===== src/rtl/sat_counter.sv =====
// Saturating up-counter with synchronous clear; clear has priority over increment.
module sat_counter #(
  parameter int W = 16
) (
  input  logic         gclk,
  input  logic         grst_n,
  input  logic         clr,
  input  logic         inc,
  output logic [W-1:0] cnt
);

  always_ff @(posedge gclk or negedge grst_n) begin
    if (!grst_n)                       cnt <= '0;
    else if (clr)                      cnt <= '0;
    else if (inc && (cnt != {W{1'b1}})) cnt <= cnt + W'(1);
  end

endmodule


===== config.mk =====
export PLATFORM = sky130hd
export DESIGN_NAME = sat_counter
export DESIGN_NICKNAME = d
export VERILOG_FILES = /design/src/rtl/sat_counter.sv
export SDC_FILE = /design/constraint.sdc
export NUM_CORES = 1
export LEC_CHECK = 0
export ABC_AREA = 0
export BUFFER_PORTS_ARGS = -buffer_cell sky130_fd_sc_hd__buf_2
export CORE_MARGIN = 4
export CORE_UTILIZATION = 47
export DETAILED_ROUTE_END_ITERATION = 16
export PLACE_DENSITY = 0.73
export SETUP_SLACK_MARGIN = 0.05
export SYNTH_ARGS = -nofsm -noshare
export SYNTH_HDL_FRONTEND = slang
export SYNTH_SLANG_ARGS = --single-unit

===== constraint.sdc =====
create_clock -name gclk -period 1.9 [get_ports gclk]
set_clock_uncertainty 0.2 [all_clocks]
set_input_delay 0.285 -clock gclk [delete_from_list [all_inputs] [get_ports gclk]]
set_output_delay 0.285 -clock gclk [all_outputs]
set_load 0.1 [all_outputs]

# Word-level counts from Yosys, hierarchy flattened

Cells that the tools add are included.

Output and inout bits: 16
Register bits: 16
Word-level logic and storage cells: 7
Bits of input ports: 4

Reduce and logical (&&, ||, !) cells: 2
Muxes and demuxes: 2
Equality and inequality tests: 1
$add $sub $neg: 1

Operators by type and width:

| cell                    | number |
|---|---|
| $mux W16                | 2 |
| $add A16 B1 Y16 const B | 1 |
| $ne A16 B16 Y1 const B  | 1 |
| $reduce_bool A2 Y1      | 1 |
| $logic_and A1 B1 Y1     | 1 |

# Longest topological paths before layout

Gate-level depths: netlist (run 1).

Word-level depth: 4
Depth in mapped cells: 6
Mapped depth without buffers: 5

# Least setup slack after synthesis (run 1)

OpenSTA, ideal clock, no wires.

Path kind: reg2reg
Start: reg cnt[0]
End: reg cnt[15]
Data arrival time: 2.349 ns
Required time: 1.572 ns
Setup time: 0.128 ns
Setup slack: -0.776 ns
Buffers on the path: 0
Cell stages (with the launch flop): 6
Period minus slack after synthesis: 2.676 ns
Cells stage by stage: dfrtp_1 > ha_1 > nand4_2 > nor4_4 > nor4_1 > mux2_1

Word-level cells in the longest chain between the ends: 3
Elaborated cells between the ends (all ways): 6
Classes of those cells: add/sub: 1; eq/ne: 1; mux: 2; reduce/logical: 2

RTL lines:

| element                                           | RTL line | text |
|---|---|---|
| start, declared                                   | 9        | `output logic [W-1:0] cnt` |
| start signal, assigned                            | 15       | `else if (inc && (cnt != {W{1'b1}})) cnt <= cnt + W'(1);` |
| $add A16 B1 Y16 or $ne A16 B16 Y1 (tied branches) | 15       |  |
| $mux W16 or $logic_and A1 B1 Y1 (tied branches)   | 15       |  |
| $mux W16 or $reduce_bool A2 Y1 (tied branches)    | n/a      |  |

Several ways; a longest one is shown, not always the timed one. The select of a mux whose other input is x is not followed.
A chain may end at the register's enable or synchronous reset.

# Worst setup path after layout (run 1)

Start: reg cnt[0]
End: reg cnt[13]

Same word-level chain as after synthesis.

==> results of run 1 <==
## worst max-delay path: cells and delay by family, from the launching register on
| family | cells | cell delay, ns |
|---|---|---|
| and+or+nand+nor | 3 | 0.55 |
| DFF | 1 | 0.45 |
| muxes | 1 | 0.32 |
| buffers and inverters | 1 | 0.21 |
| adders and majority gates | 1 | 0.16 |
## final cells by class
| type | instances | area (um2) | area share (%) |
|---|---|---|---|
| sequential | 16 | 458 | 29.5 |
| multi-input combinational | 75 | 661 | 42.6 |
| clock buffer | 3 | 22.5 | 1.45 |
| tap | 25 | 31.3 | 2.02 |
| timing repair buffer | 53 | 367 | 23.6 |
| inverter | 3 | 11.3 | 0.726 |
## placed cells by master, fill, tap and decap left out, types with 3 or more instances in the layout
cell       n
buf_4     31
buf_2     18
dfrtp_4   15
o31ai_1    7
a21oi_1    7
nand4_1    6
nand2_1    6
nor4_4     5
a21oi_2    4
or4_1      4
nor2b_1    4
nor2_1     4
mux2_4     4
inv_1      3
clkbuf_4   3
buf_6      3
## synth_stat cells, types with 2 or more instances
cell      number  share of area, %
dfrtp_1       16                42
a21oi_1       11               5.8
o31ai_1        7               5.6
nand2_1        6               2.4
nand4_1        6               4.0
or4_1          5               4.0
clkbuf_1       4               1.6
mux2_1         4               4.8
nor2_1         4               1.6
nor2b_1        4               2.7
nor4_1         4               2.7
inv_1          3               1.2
nand3_1        3               1.6
o21ai_1        3               1.6
and3_1         2               1.3
and4_2         2               2.1
or3_1          2               1.3
or4_2          2               1.9
## power groups by stage
stage          Clock, mW  Combinational, mW  Sequential, mW
6_report           0.180             0.0807           0.349
5_1_grt            0.207             0.0862           0.350
4_1_cts            0.179             0.0712           0.349
3_5_place_dp           0             0.0669           0.357
3_3_place_gp           0             0.0659           0.357
2_1_floorplan          0             0.0200           0.381
## logic make-up (layout without fill, tap and decap cells)
logic type | count (synthesis) | in the layout | share of synthesized area, %
buf+inv | 8 | 59 | 3.98
simple gates | 45 | 46 | 31.2
flops | 16 | 16 | 42.5
fa+ha+maj | 1 | 1 | 1.33
compound gates | 24 | 24 | 16.2
mux | 4 | 4 | 4.78
## stage by stage
stage	power, mW	hold slack [ns]	std cells	utilization, %
floorplan	0.401	-0.211	98	-
global placement	0.423	0.0156	159	70.4
detailed placement	0.424	0.0177	159	70.4
CTS	0.600	0.0929	167	74.8
global route	0.643	0.148	175	85.2
finish	0.610	0.129	175	85.2
## layer usage
metal / vias up / share of wire (%)
li1: 489 / -
met1: 525 / 41
met2: 59 / 50
met3: 14 / 6.0
met4: 0 / 2.5
met5: - / 0
## worst min-delay path by stage
stage,cells after the start,end,slack (ns),startpoint
2_1_floorplan,0,cnt[4]$_DFFE_PN0P_,-0.21,grst_n
3_3_place_gp,1,cnt[10]$_DFFE_PN0P_,0.02,grst_n
3_5_place_dp,1,cnt[10]$_DFFE_PN0P_,0.02,grst_n
4_1_cts,3,cnt[1]$_DFFE_PN0P_,0.09,inc
5_1_grt,3,cnt[1]$_DFFE_PN0P_,0.15,inc
6_report,3,cnt[1]$_DFFE_PN0P_,0.13,inc
## repair_timing
| item | 4_1_cts | 5_1_grt |
|---|---|---|
| pin swaps | 0 | 14 |
| hold buffers | 1 | 0 |
| hold endpoints to repair | 16 | 0 |
| endpoints found under the setup margin | 15 | 16 |
| cloned | 1 | 0 |
| gates resized for setup | 2 | 26 |
| setup buffers | 3 | 8 |
==> metrics.cfg, run 1 <==
[routing]
first_iter_violations=60
antenna_left=0
totalWireLength_um=3340
firstDrtPassIters=4
wire_per_inst_um=19.1
drc=0
dr_total_vias=1087
viasPerCell=6.21

[finish]
post-route-cell-area_um2=1550
largest_reg_flops=16
top_regs=cnt: 16 flops
fillers=108
drive_gt1_share_pct=65.3
design.final.nets=157
areaGrowthSynthToFinish_pct=64.5
antennaDiodeCount=0
regMostFlops=cnt

[critical_path]
rr_worst_depth=6
critPathCapture=cnt[13]$_DFFE_PN0P_
start_kind=flip-flop
end_kind=flip-flop
crit_arrival_ns=1.99
max_stage_delay_ns=0.45
critical_path_class=reg2reg
cp_common_cell=nor4_4
critPathSlowestCell=dfrtp_4
r2r_end=cnt[13]$_DFFE_PN0P_
worst_r2r_startpoint=cnt[0]$_DFFE_PN0P_
timing.critical_path.cells=ha_4 > nand4_4 > nor4_4 > buf_4 > nor4_4 > mux2_4
r2r_slack_ns=-0.11
worstPathRequired_ns=1.87
cp_max_fo=4
crit_start=cnt[0]$_DFFE_PN0P_

[clock_network]
clock-sinks=16
tritoncts=yes
cts_buffer_depth=2
h-tree-depth=1
insertion_delay_ns=0.28
clock-root-buffer=clkbuf_4
numCtsBuffers=3
clkSlewWorstSetupHoldPaths_ns=0.09

[global_routing]
gr-total-overflow=0
grt_busiest_layer=met2
grt_usage_pct=20.8
groute.layer.met1.usage_pct=27.6
grt_use_met2_pct=33.9
grt_pass1_vias=945
antenna_found_initial=0
grt_pass1_wl_um=4240
grt_max_degree=21
use_met3_pct=3.99

[synth]
ys_types=28
synth-async-reset-ratio_pct=100
syn_area_um2=942
synthFlopType=dfrtp_1
synth_fp_nets=103
synth_seq_cells=16
yosysWarnings=0
netlist_instances=98
synth_edf_count=0
seq_area_frac_synth_pct=42.5
synth_area_per_cell_um2=9.61

[power]
pwr-share-seq_pct=57.3
p_comb_share_pct=13.2
power.share.clock_pct=29.5
p_sw_share_pct=27.8
peakVddDrop_mv=0.471
power.switching_mw=0.169
power_density_nw_per_um2=393
p_int_mw=0.440
p_leak_nw=0.643

[floorplan]
core_um2=1820
ios=20
rows=15
die_area_um2=2780
die_h_um=52.8
dieWidth_um=52.8
start_util_pct=51.8

[outcome]
status=complete, but fails checks
violations=setup timing

[place]
place_congestion=0.861
port_buffers=19
hpwl_um=1850
place_area_um2=1280
dp_slack_ns=-0.0877

[sta]
min_period_over_period_pct=106
period_needed_ns=2.01
max_slew_margin_pct=56.6
grt_setup_unrepaired=yes
slew_viol_final=0
fin_ws_ns=-0.115
timing.fmax_mhz=496
hold_viol_final=0
tightest_slew_ns=0.651
setup_viol=14
fin_setup_tns_ns=-0.892

[job]
cap_violations=0

[worst_hold_path]
hold_class=in2reg

Power figures use the tool's default switching activity.
==> run 2: changes to the inputs <==
--- a/config.mk
+++ b/config.mk
@@ -8,9 +8,9 @@
 export ABC_AREA = 0
 export BUFFER_PORTS_ARGS = -buffer_cell sky130_fd_sc_hd__buf_2
 export CORE_MARGIN = 4
-export CORE_UTILIZATION = 47
+export CORE_UTILIZATION = 52
 export DETAILED_ROUTE_END_ITERATION = 16
-export PLACE_DENSITY = 0.73
+export PLACE_DENSITY = 0.77
 export SETUP_SLACK_MARGIN = 0.05
 export SYNTH_ARGS = -nofsm -noshare
 export SYNTH_HDL_FRONTEND = slang
==> constraint.sdc (replaced) <==
create_clock -name gclk -period 2.3 [get_ports gclk]
set_clock_uncertainty 0.2 [all_clocks]
set_input_delay 0.345 -clock gclk [delete_from_list [all_inputs] [get_ports gclk]]
set_output_delay 0.345 -clock gclk [all_outputs]
set_load 0.1 [all_outputs]
==> metrics.cfg, run 2 (synthesized netlist as in run 1, its figures left out) <==
[outcome]
status=complete, no violations

[routing]
totalWireLength_um=2200  ; -34%
wire_per_inst_um=15.1  ; -21%
firstDrtPassIters=4  ; unchanged
antenna_left=0  ; unchanged
dr_total_vias=886  ; -18%
drc=0  ; unchanged
first_iter_violations=22  ; -63%
viasPerCell=6.07  ; -2.3%

[power]
peakVddDrop_mv=0.350  ; -26%
power_density_nw_per_um2=453  ; +15%
p_leak_nw=0.491  ; -24%
p_sw_share_pct=25.7  ; -2.1 points
p_comb_share_pct=9.7  ; -3.5 points
power.switching_mw=0.136  ; -20%
p_int_mw=0.392  ; -11%
power_mw=0.527  ; -14%
power.share.clock_pct=35.4  ; +5.9 points
pwr-share-seq_pct=54.9  ; -2.4 points

[sta]
fin_ws_ns=0.141  ; +0.256 ns
whs_ns=0.152  ; +0.0227 ns
period_needed_ns=2.16  ; +0.144 ns
hold_viol_final=0  ; unchanged
max_slew_margin_pct=61.9  ; +5.3 points
fin_setup_tns_ns=0  ; +0.892 ns
grt_setup_unrepaired=no
tightest_slew_ns=0.571  ; -0.0791 ns
slew_viol_final=0  ; unchanged
setup_viol=0  ; -14
min_period_over_period_pct=93.9  ; -12 points
timing.fmax_mhz=463  ; -6.7%

[finish]
areaGrowthSynthToFinish_pct=23.5
final_cells=146  ; -17%
top_regs=cnt: 16 flops
ff_latch_area_um2=425  ; -7.1%
antennaDiodeCount=0  ; unchanged
design.final.nets=127  ; -19%
most-common-layout-cells=buf_2 (19), dfrtp_2 (14), a21oi_1 (10)
regMostFlops=cnt
fin_util_pct=67.4  ; -18 points
fillers=143  ; +32%
multiInputGateArea_um2=520  ; -21%
drive_gt1_share_pct=44.6  ; -21 points
post-route-cell-area_um2=1160  ; -25%
largest_reg_flops=16  ; unchanged
mostFrequentLayoutCell=buf_2

[global_routing]
grt_pass1_wl_um=3830  ; -9.8%
grt_pass1_vias=851  ; -9.9%
antenna_found_initial=0  ; unchanged
grt_usage_pct=19.6  ; -1.2 points
gr-total-overflow=0  ; unchanged
grt_max_degree=23  ; +9.5%

[critical_path]
critical_path_class=reg2reg
crit_arrival_ns=2.18  ; +0.19 ns
worstPathRequired_ns=2.32  ; +0.45 ns
start_kind=flip-flop
cp_max_fo=9  ; +5
r2r_slack_ns=0.14  ; +0.26 ns
end_kind=flip-flop

[place]
dp_cells=139  ; -13%
place_congestion=0.777  ; -9.7%
place_area_um2=1080  ; -16%
hpwl_um=1490  ; -20%
dp_slack_ns=0.115  ; +0.203 ns
port_buffers=19  ; unchanged

[clock_network]
clock-sinks=16  ; unchanged
clock-root-buffer=clkbuf_4
cts_buffer_depth=2  ; unchanged
insertion_delay_ns=0.29  ; about the same
tritoncts=yes
numCtsBuffers=3  ; unchanged
h-tree-depth=1  ; unchanged
clkSlewWorstSetupHoldPaths_ns=0.09  ; about the same

[floorplan]
ios=20  ; unchanged
core_um2=1730  ; -5.2%
dieWidth_um=50.6  ; -4.2%
rows=15  ; unchanged
die_area_um2=2560  ; -8.2%
die_h_um=50.6  ; -4.2%
start_util_pct=54.6  ; +2.8 points

[worst_hold_path]
hold_class=in2reg

[job]
cap_violations=0  ; unchanged

-- run 2: cell types whose count changed in the layout (fill, tap and decap cells not counted), moves of 2 or more --
cell,before,now
a21oi_1,7,10
a21oi_2,4,1
buf_4,31,3
buf_6,3,1
dfrtp_2,1,14
dfrtp_4,15,2
mux2_1,0,4
mux2_4,4,0
nor4_1,0,4
nor4_4,5,1
-- run 2: path summary, 6_finish.rpt --
path	cells after the start	endpoint	start
max	7	cnt[3]$_DFFE_PN0P_	cnt[0]$_DFFE_PN0P_
min	3	cnt[1]$_DFFE_PN0P_	inc
max reg2reg	7	cnt[3]$_DFFE_PN0P_	cnt[0]$_DFFE_PN0P_
min reg2reg	2	cnt[14]$_DFFE_PN0P_	cnt[14]$_DFFE_PN0P_
max in group asynchronous	2	cnt[1]$_DFFE_PN0P_	grst_n
min in group asynchronous	2	cnt[14]$_DFFE_PN0P_	grst_n
-- run 2: repair_timing --
action / in CTS / in global routing
setup buffers: 0 / 2
setup endpoints to repair: 0 / 9
resized for setup: 0 / 4
endpoints found under the hold margin: 16 / 0
hold buffers: 1 / 0
-- run 2: critical path: stages, from the launching register on --
cell,delay (ns)
dfrtp_4,0.52
ha_4,0.18
nand4_2,0.11
nor4_4,0.06
buf_6,0.14
buf_4,0.13
or4_2,0.62
a21oi_2,0.13
-- run 2: final cells by class --
cell class / instances / area share, %
Inverter: 3 / 0.968
Clock buffer: 4 / 3.12
Multi-Input combinational cell: 74 / 44.7
Timing Repair Buffer: 24 / 11.9
Tap cell: 25 / 2.69
Sequential cell: 16 / 36.6
-- run 2: power groups by stage --
| stage | registers (mW) | clock network [mW] | logic (mW) |
|---|---|---|---|
| finish | 0.290 | 0.187 | 0.0511 |
| global route | 0.290 | 0.206 | 0.0557 |
| CTS | 0.288 | 0.193 | 0.0503 |
| detailed placement | 0.294 | 0 | 0.0489 |
| global placement | 0.294 | 0 | 0.0482 |
| floorplan | 0.313 | 0 | 0.0159 |
-- run 2: per-layer routing --
layer  vias up  part of all wire, %  GRT usage [%]
met3         5                  4.0           4.75
met1       436                   47           24.7
li1        427                    -              -
met4         0                  2.0           9.42
met2        18                   47           31.3
met5         -                    0              0
==> run 3: changes to the inputs <==
--- a/config.mk
+++ b/config.mk
@@ -7,7 +7,7 @@
 export LEC_CHECK = 0
 export ABC_AREA = 0
 export BUFFER_PORTS_ARGS = -buffer_cell sky130_fd_sc_hd__buf_2
-export CORE_MARGIN = 4
+export CORE_MARGIN = 5
 export CORE_UTILIZATION = 52
 export DETAILED_ROUTE_END_ITERATION = 16
 export PLACE_DENSITY = 0.77
==> metrics.cfg, run 3 (synthesized netlist as in run 1, its figures left out) <==
[power]
peakVddDrop_mv=0.302  ; -14%
p_comb_share_pct=10.5  ; +0.8 points
p_leak_nw=0.479  ; -2.3%
power.share.clock_pct=30.5  ; -4.9 points
p_int_mw=0.355  ; -9.3%
p_sw_share_pct=27.5  ; +1.8 points
power_density_nw_per_um2=434  ; -4.2%
pwr-share-seq_pct=59.0  ; +4.1 points
power.switching_mw=0.134  ; -0.77%

[worst_hold_path]
hold_class=in2reg

[outcome]
status=complete, no violations

[finish]
regMostFlops=cnt
top_regs=cnt: 16 flops
drive_gt1_share_pct=42.9  ; -1.8 points
mostFrequentLayoutCell=buf_2
antennaDiodeCount=0  ; unchanged
most-common-layout-cells=buf_2 (19), dfrtp_2 (14), a21oi_1 (11)
design.final.nets=126  ; -0.79%
largest_reg_flops=16  ; unchanged
final_cells=144  ; -1.4%
areaGrowthSynthToFinish_pct=19.8
fin_util_pct=65.4  ; -2.0 points
post-route-cell-area_um2=1130  ; -3.0%

[critical_path]
crit_start=cnt[0]$_DFFE_PN0P_
crit_arrival_ns=2.17  ; about the same
critPathCapture=cnt[3]$_DFFE_PN0P_
end_kind=flip-flop
worstPathRequired_ns=2.31  ; about the same
rr_worst_depth=6  ; -1
critical_path_class=reg2reg
worst_r2r_startpoint=cnt[0]$_DFFE_PN0P_
start_kind=flip-flop
r2r_end=cnt[3]$_DFFE_PN0P_
cp_max_fo=7  ; -2
r2r_slack_ns=0.15  ; about the same

[floorplan]
dieWidth_um=52.6  ; +4.0%
ios=20  ; unchanged
start_util_pct=54.6  ; unchanged
core_um2=1730  ; unchanged
rows=15  ; unchanged
die_h_um=52.6  ; +4.0%
die_area_um2=2760  ; +8.1%

[global_routing]
grt_pass1_wl_um=3870  ; +1.1%
grt_max_degree=23  ; unchanged
antenna_found_initial=0  ; unchanged
grt_pass1_vias=918  ; +7.9%
gr-total-overflow=0  ; unchanged
grt_usage_pct=19.1  ; -0.50 points

[routing]
first_iter_violations=38  ; +73%
firstDrtPassIters=4  ; unchanged
viasPerCell=6.25  ; +3.0%
drc=0  ; unchanged
wire_per_inst_um=16.1  ; +6.7%
dr_total_vias=900  ; +1.6%
antenna_left=0  ; unchanged
totalWireLength_um=2320  ; +5.2%

[clock_network]
insertion_delay_ns=0.29  ; about the same
tritoncts=yes
clkSlewWorstSetupHoldPaths_ns=0.09  ; about the same
clock-sinks=16  ; unchanged
h-tree-depth=1  ; unchanged
clock-root-buffer=clkbuf_4
cts_buffer_depth=2  ; unchanged
numCtsBuffers=3  ; unchanged

[sta]
min_period_over_period_pct=93.6  ; -0.25 points
max_slew_margin_pct=60.5  ; -1.3 points
tightest_slew_ns=0.591  ; +0.0197 ns
period_needed_ns=2.15  ; -0.00581 ns
hold_viol_final=0  ; unchanged
setup_viol=0  ; unchanged
grt_setup_unrepaired=no
whs_ns=0.177  ; +0.0250 ns
fin_setup_tns_ns=0  ; unchanged
timing.fmax_mhz=464  ; +0.27%
slew_viol_final=0  ; unchanged

[place]
place_congestion=0.777  ; about the same
place_area_um2=1070  ; -0.69%
port_buffers=19  ; unchanged
dp_cells=138  ; -0.72%

[job]
cap_violations=0  ; unchanged

==> run 3: metal layers <==
metal | global-route usage (%) | up-vias | share of wire [%]
met5 | 0 | - | 0
met3 | 4.27 | 7 | 5.7
met2 | 33.1 | 32 | 50
met1 | 22.1 | 440 | 42
li1 | - | 421 | -
met4 | 8.94 | 0 | 2.0
==> run 3: repair_timing <==
item,CTS,global route
pin swaps,1,0
endpoints found under the setup margin,5,1
endpoints found under the hold margin,16,0
gates resized for setup,0,1
buffers inserted,2,0
hold buffers,1,0
==> run 3: worst min-delay path by stage <==
| stage | startpoint | to | depth (start not counted) |
|---|---|---|---|
| after global routing | inc | cnt[1]$_DFFE_PN0P_ | 3 |
| after detailed placement | grst_n | cnt[15]$_DFFE_PN0P_ | 1 |
| after global placement | grst_n | cnt[15]$_DFFE_PN0P_ | 1 |
| after CTS | inc | cnt[1]$_DFFE_PN0P_ | 3 |
| final | inc | cnt[1]$_DFFE_PN0P_ | 3 |
| after floorplan | grst_n | cnt[10]$_DFFE_PN0P_ | 0 |
==> run 3: layout make-up <==
cell class | instances | area (um2)
inverter | 3 | 11.3
multi-input combinational | 74 | 510
clock buffer | 3 | 22.5
fill | 167 | 598
timing repair buffer | 23 | 128
tap | 25 | 31.3
sequential | 16 | 425
==> run 3: metrics by stage <==
stage	total power, mW	worst slack [ns]
finish	0.490	0.147
global route	0.509	0.0684
CTS	0.491	0.0948
detailed placement	0.345	-0.00490
global placement	0.342	0.0913
floorplan	0.329	0.0599
==> run 3: critical path, cell delays in order (launching register included) <==
cell     delay, ns
dfrtp_4       0.52
ha_1          0.27
nand4_2       0.13
nor4_4        0.06
buf_4         0.16
or4_2         0.60
a21oi_1       0.15
==> run 3: power groups by stage <==
stage / Clock [mW] / Sequential, mW / Combinational, mW
3_5_place_dp: 0 / 0.295 / 0.0502
3_3_place_gp: 0 / 0.294 / 0.0488
4_1_cts: 0.150 / 0.289 / 0.0517
6_report: 0.150 / 0.289 / 0.0513
5_1_grt: 0.163 / 0.289 / 0.0561
2_1_floorplan: 0 / 0.313 / 0.0159
